==> config.mk <==
export PLATFORM = sky130hd
export DESIGN_NAME = wb_interconnect
export DESIGN_NICKNAME = d
export VERILOG_FILES = /design/src/rtl/wb_interconnect.sv
export SDC_FILE = /design/constraint.sdc
export NUM_CORES = 1
export LEC_CHECK = 0
export BUFFER_PORTS_ARGS = -buffer_cell sky130_fd_sc_hd__buf_2
export CAP_MARGIN = 30
export CORE_AREA = 5 5 135 137
export CTS_CLUSTER_DIAMETER = 60
export CTS_CLUSTER_SIZE = 24
export DETAILED_ROUTE_END_ITERATION = 8
export DIE_AREA = 0 0 140 142
export PLACE_DENSITY_LB_ADDON = 0.2
export SLEW_MARGIN = 15
export SYNTH_ARGS = -nofsm -noshare
export SYNTH_HDL_FRONTEND = slang
export SYNTH_SLANG_ARGS = --single-unit
==> constraint.sdc <==
create_clock -name clk -period 3.6 [get_ports clk]
set_clock_uncertainty 0.05 [all_clocks]
set_input_delay 0.72 -clock clk [delete_from_list [all_inputs] [get_ports clk]]
set_output_delay 0.72 -clock clk [all_outputs]
set_load 0.01 [all_outputs]
==> src/rtl/wb_interconnect.sv <==
// Single-master, N-slave Wishbone classic interconnect: windowed address decode,
// latched slave selection, bus error on unmapped access or slave timeout.
module wb_interconnect #(
  parameter int                       N_SLAVES       = 4,
  parameter logic [N_SLAVES*32-1:0]   SLAVE_BASE     = {32'h100, 32'h80, 32'h40, 32'h0},
  parameter logic [N_SLAVES*32-1:0]   SLAVE_SIZE     = {32'h00100000, 32'h40, 32'h40, 32'h40},
  parameter int                       TIMEOUT_CYCLES = 255,
  parameter logic [31:0]              ERR_DATA       = 32'hDEADBEEF
) (
  input  logic                    clk,
  input  logic                    rst,
  input  logic                    i_m_cyc,
  input  logic                    i_m_stb,
  input  logic                    i_m_we,
  input  logic [3:0]              i_m_sel,
  input  logic [31:0]             i_m_adr,
  input  logic [31:0]             i_m_dat,
  output logic [31:0]             o_m_dat,
  output logic                    o_m_ack,
  output logic                    o_m_err,
  output logic                    o_s_cyc,
  output logic [N_SLAVES-1:0]     o_s_stb,
  output logic                    o_s_we,
  output logic [3:0]              o_s_sel,
  output logic [31:0]             o_s_adr,
  output logic [31:0]             o_s_dat,
  input  logic [N_SLAVES-1:0]     i_s_ack,
  input  logic [N_SLAVES*32-1:0]  i_s_dat,
  output logic [31:0]             o_err_addr,
  output logic [7:0]              o_err_count
);

  localparam int IW = (N_SLAVES > 1) ? $clog2(N_SLAVES) : 1;
  // The counter never passes TIMEOUT_CYCLES-1: ACTIVE is always left at that value.
  localparam int CW = (TIMEOUT_CYCLES > 1) ? $clog2(TIMEOUT_CYCLES) : 1;
  localparam logic [CW-1:0] CNT_LAST = CW'(TIMEOUT_CYCLES - 1);

  localparam logic [1:0] IDLE   = 2'd0;
  localparam logic [1:0] ACTIVE = 2'd1;
  localparam logic [1:0] ERR    = 2'd2;

  logic [1:0]    state;
  logic [IW-1:0] idx;
  logic [CW-1:0] cnt;
  logic          hit;
  logic [IW-1:0] hit_idx;
  logic          req;
  logic          sel_ack;
  logic [31:0]   sel_dat;

  assign o_s_cyc = i_m_cyc;
  assign o_s_we  = i_m_we;
  assign o_s_sel = i_m_sel;
  assign o_s_adr = i_m_adr;
  assign o_s_dat = i_m_dat;

  assign req     = i_m_cyc & i_m_stb;
  assign sel_ack = i_s_ack[idx];
  assign sel_dat = i_s_dat[idx*32 +: 32];

  // Descending scan so the lowest matching index is the one left standing.
  // NOTE: every always_comb output gets a default first so no path can infer a latch.
  always_comb begin
    hit     = 1'b0;
    hit_idx = '0;
    for (int i = N_SLAVES - 1; i >= 0; i--) begin
      if (SLAVE_SIZE[i*32 +: 32] != 32'h0 &&
          (i_m_adr - SLAVE_BASE[i*32 +: 32]) < SLAVE_SIZE[i*32 +: 32]) begin
        hit     = 1'b1;
        hit_idx = IW'(i);
      end
    end
  end

  always_comb begin
    o_s_stb = '0;
    if (state == ACTIVE) o_s_stb[idx] = req;
  end

  assign o_m_ack = (state == ACTIVE) & i_m_cyc & sel_ack;
  assign o_m_err = (state == ERR);
  assign o_m_dat = o_m_ack ? sel_dat : (o_m_err ? ERR_DATA : 32'h0);

  // NOTE: state registers use non-blocking assignments so every flop samples pre-edge values.
  always_ff @(posedge clk or posedge rst) begin
    if (rst) begin
      state       <= IDLE;
      idx         <= '0;
      cnt         <= '0;
      o_err_addr  <= 32'h0;
      o_err_count <= 8'h0;
    end else begin
      case (state)
        IDLE: begin
          if (req) begin
            if (hit) begin
              idx   <= hit_idx;
              cnt   <= '0;
              state <= ACTIVE;
            end else begin
              o_err_addr <= i_m_adr;
              state      <= ERR;
            end
          end
        end
        ACTIVE: begin
          // A master abort or an ack in the final cycle both take priority over timeout.
          if (!i_m_cyc || sel_ack) begin
            state <= IDLE;
          end else if (cnt == CNT_LAST) begin
            o_err_addr <= i_m_adr;
            state      <= ERR;
          end else begin
            cnt <= cnt + 1'b1;
          end
        end
        ERR: begin
          if (o_err_count != 8'hFF) o_err_count <= o_err_count + 8'h1;
          state <= IDLE;
        end
        default: state <= IDLE;
      endcase
    end
  end

endmodule

==> flow_summary.ini <==
[floorplanning]
core-area_sq_um = 16900
ioPinCount = 353
rows = 48
initial_core_util_pct = 26.6
die-area_sq_um = 19900
die_h_microns = 142
dieWidth_microns = 140

[grt]
grt_usage_pct = 17.7
grt_max_degree = 38
grt_pass1_vias = 4630
grt_pass1_wl_mm = 27.5
antenna_found_initial = 5
grt_overflow = 0

[synth]
yosysSeqAreaShare_pct = 28.9
netlist-cell-type-count = 54
netlist.area_leader.share_pct = 28.9
ys_warn_count = 0
synth-compound-area-share_pct = 9.05
yosysTopAreaCell = dfrtp_1
yosys-top-cells-area = dfrtp_1, mux4_2, buf_4
synth_seq_cells = 52
synth_edf_count = 0
yosys.area_share.simple_pct = 15.9
synthAdderAreaFrac_pct = 1.11
synth_nets = 621
syn-cell-area_sq_um = 4510
synth_top_family_by_area = multiplexers
synthFlopType = dfrtp_1
async_reset_ff_share_pct = 100
avgSynthCellArea_sq_um = 10.9
yosysMostFrequentCell = buf_4
synth-xor-area-share_pct = 3.69
synthMuxAreaShare_pct = 27.2
yosys-top-cells-count = buf_4, dfrtp_1, mux4_2
synthesis.instances = 412

[sta]
max_slew.worst_pin.slew_ps = 880
slew_violations = 0
setup_ws_ps = 395
fmax_mhz = 312
min_period_ps = 3210
setup_tns_ps = 0
hold_violations = 0
setup_viol = 0
slew_headroom_pct = 41.0
post-route-period-util_pct = 89.0
rsz0062_at_grt = false

[setup_path]
crit_type = input pin to flip-flop
critPathCaptureType = flip-flop
cp.required_ps = 3730
cp_max_fo = 15
cp.arrival_ps = 3330
critPathLaunchType = input pin

[clocking]
clock_sinks = 52
clk_path_buf_depth = 2
cts_resized = 0
cts_setup_buffers = 0
clock_latency_ps = 290
numCtsBuffers = 5
postCtsHoldBufs = 0
cts_tree = done
root_buffer = clkbuf_16
cts_max_level = 2
clkTransAtPathRegs_ps = 60

[routing]
vias = 4255
drc = 0
wl_met1_mm = 7.37
dr.max_layer_used = met5
via_per_inst = 5.00
wl_met3_mm = 2.14
wire_per_inst_microns = 21.8
wl_met2_mm = 8.43
wirelength_mm = 18.6
drtPass1Iterations = 4
antenna_left = 0
drtIter0Drc = 131

[layout]
drive_above_1_share_pct = 60.6
syn_to_final_growth_pct = 29.7
layout.nets = 833

[power]
p_int_mw = 1.32
clock_power_share_pct = 24.4
powerDensity_nw_per_um2 = 330
seqPwrFrac_pct = 40.2
swShare_pct = 31.7
ir_worst_vdd_v = 0.000221
power_frac_comb_pct = 35.4
p_switching_uw = 611
leakage_nw = 2.87

[run_status]
status = finished, final reports clean

[hold_path]
worst_hold_path_type = flip-flop to flip-flop

[placed_design]
place_ws_ps = 87.8
gp_congestion = 0.929
io_buffer_count = 278
hpwl_mm = 15.6

[flow_run]
drv_cap = 0
==> kinds of logic (layout without fill, tap and decap cells) <==
logic type | count (synthesis) | count (layout)
compound gates | 52 | 52
buf+inv | 94 | 307
flops | 52 | 52
fa+ha+maj | 4 | 4
simple gates | 125 | 125
xor+xnor | 19 | 19
other cells | 0 | 1
mux | 66 | 66
==> power groups by stage <==
stage | Sequential (mW) | Clock, mW | Combinational (mW)
2_1_floorplan | 0.825 | 0 | 0.365
3_3_place_gp | 0.782 | 0 | 0.683
3_5_place_dp | 0.782 | 0 | 0.693
4_1_cts | 0.775 | 0.492 | 0.693
5_1_grt | 0.791 | 0.513 | 0.737
6_report | 0.774 | 0.470 | 0.683
==> area by class of cell <==
| class | instances | area [sq um] |
|---|---|---|
| fillers | 1798 | 11100 |
| multi-input cells | 266 | 2570 |
| repair buffers | 293 | 1530 |
| flip-flops and latches | 52 | 1300 |
| well taps | 225 | 282 |
| clock buffers | 7 | 133 |
| inverters | 6 | 22.5 |
| clock inverters | 1 | 5.00 |
| diodes | 1 | 2.50 |
==> routing by layer <==
layer	up-vias	GRT usage, %
li1	1901	-
met1	2041	21.1
met2	268	28.1
met3	37	8.00
met4	8	6.43
met5	-	2.39
==> state kept, by name (all words and copies together), names as in the netlist <==
register and count:
idx 2, o_err_count 8, o_err_addr 32, cnt 8
state 2
==> cell usage in the layout, fill, tap and decap left out, types with 8 or more instances in the layout <==
cell type,netlist,routed
a21o_1,24,24
buf_2,1,278
buf_4,70,13
dfrtp_1,52,50
mux2_4,29,29
mux4_2,33,33
nand2_1,16,16
nand3_1,14,14
nand4_1,13,13
nor2_1,18,18
nor2b_1,9,9
nor3_1,12,12
o21ai_0,8,8
xnor2_1,8,8
xor2_1,11,11
==> worst paths after layout <==
path | from | to | slack, ps | cells past startpoint
setup reg to reg | idx[0] | o_err_addr[13] | 920 | 8
max in group asynchronous | rst | o_err_addr[1] | 2340 | 3
hold / removal | o_err_addr[14] | o_err_addr[14] | 460 | 1
min in group asynchronous | rst | o_err_count[4] | 490 | 2
setup / recovery | i_m_adr[16] | o_err_addr[13] | 390 | 10
hold reg to reg | o_err_addr[14] | o_err_addr[14] | 460 | 1
==> critical path, cell delays in order <==
cell	delay, ps
buf_2	160
nor4_2	480
nand4_1	190
buf_4	190
or4_1	510
nand3_2	90
nor4_2	70
o31ai_4	360
buf_12	220
mux2_2	340
==> per-stage QoR <==
| step | hold WS [ps] | instances | power [mW] | instance area [sq um] | utilization (%) |
|---|---|---|---|---|---|
| 3_5_place_dp | 438 | 842 | 1.47 | 5700 | 33.7 |
| 5_1_grt | 471 | 851 | 2.04 | 5840 | 34.5 |
| 3_3_place_gp | 436 | 842 | 1.46 | 5700 | 33.7 |
| 6_report | 459 | 851 | 1.93 | 5840 | 34.5 |
| 4_1_cts | 462 | 850 | 1.96 | 5840 | 34.5 |
| 2_1_floorplan | 469 | 412 | 1.19 | 4510 | - |
Note: power is estimated with default switching activity, not from simulation.
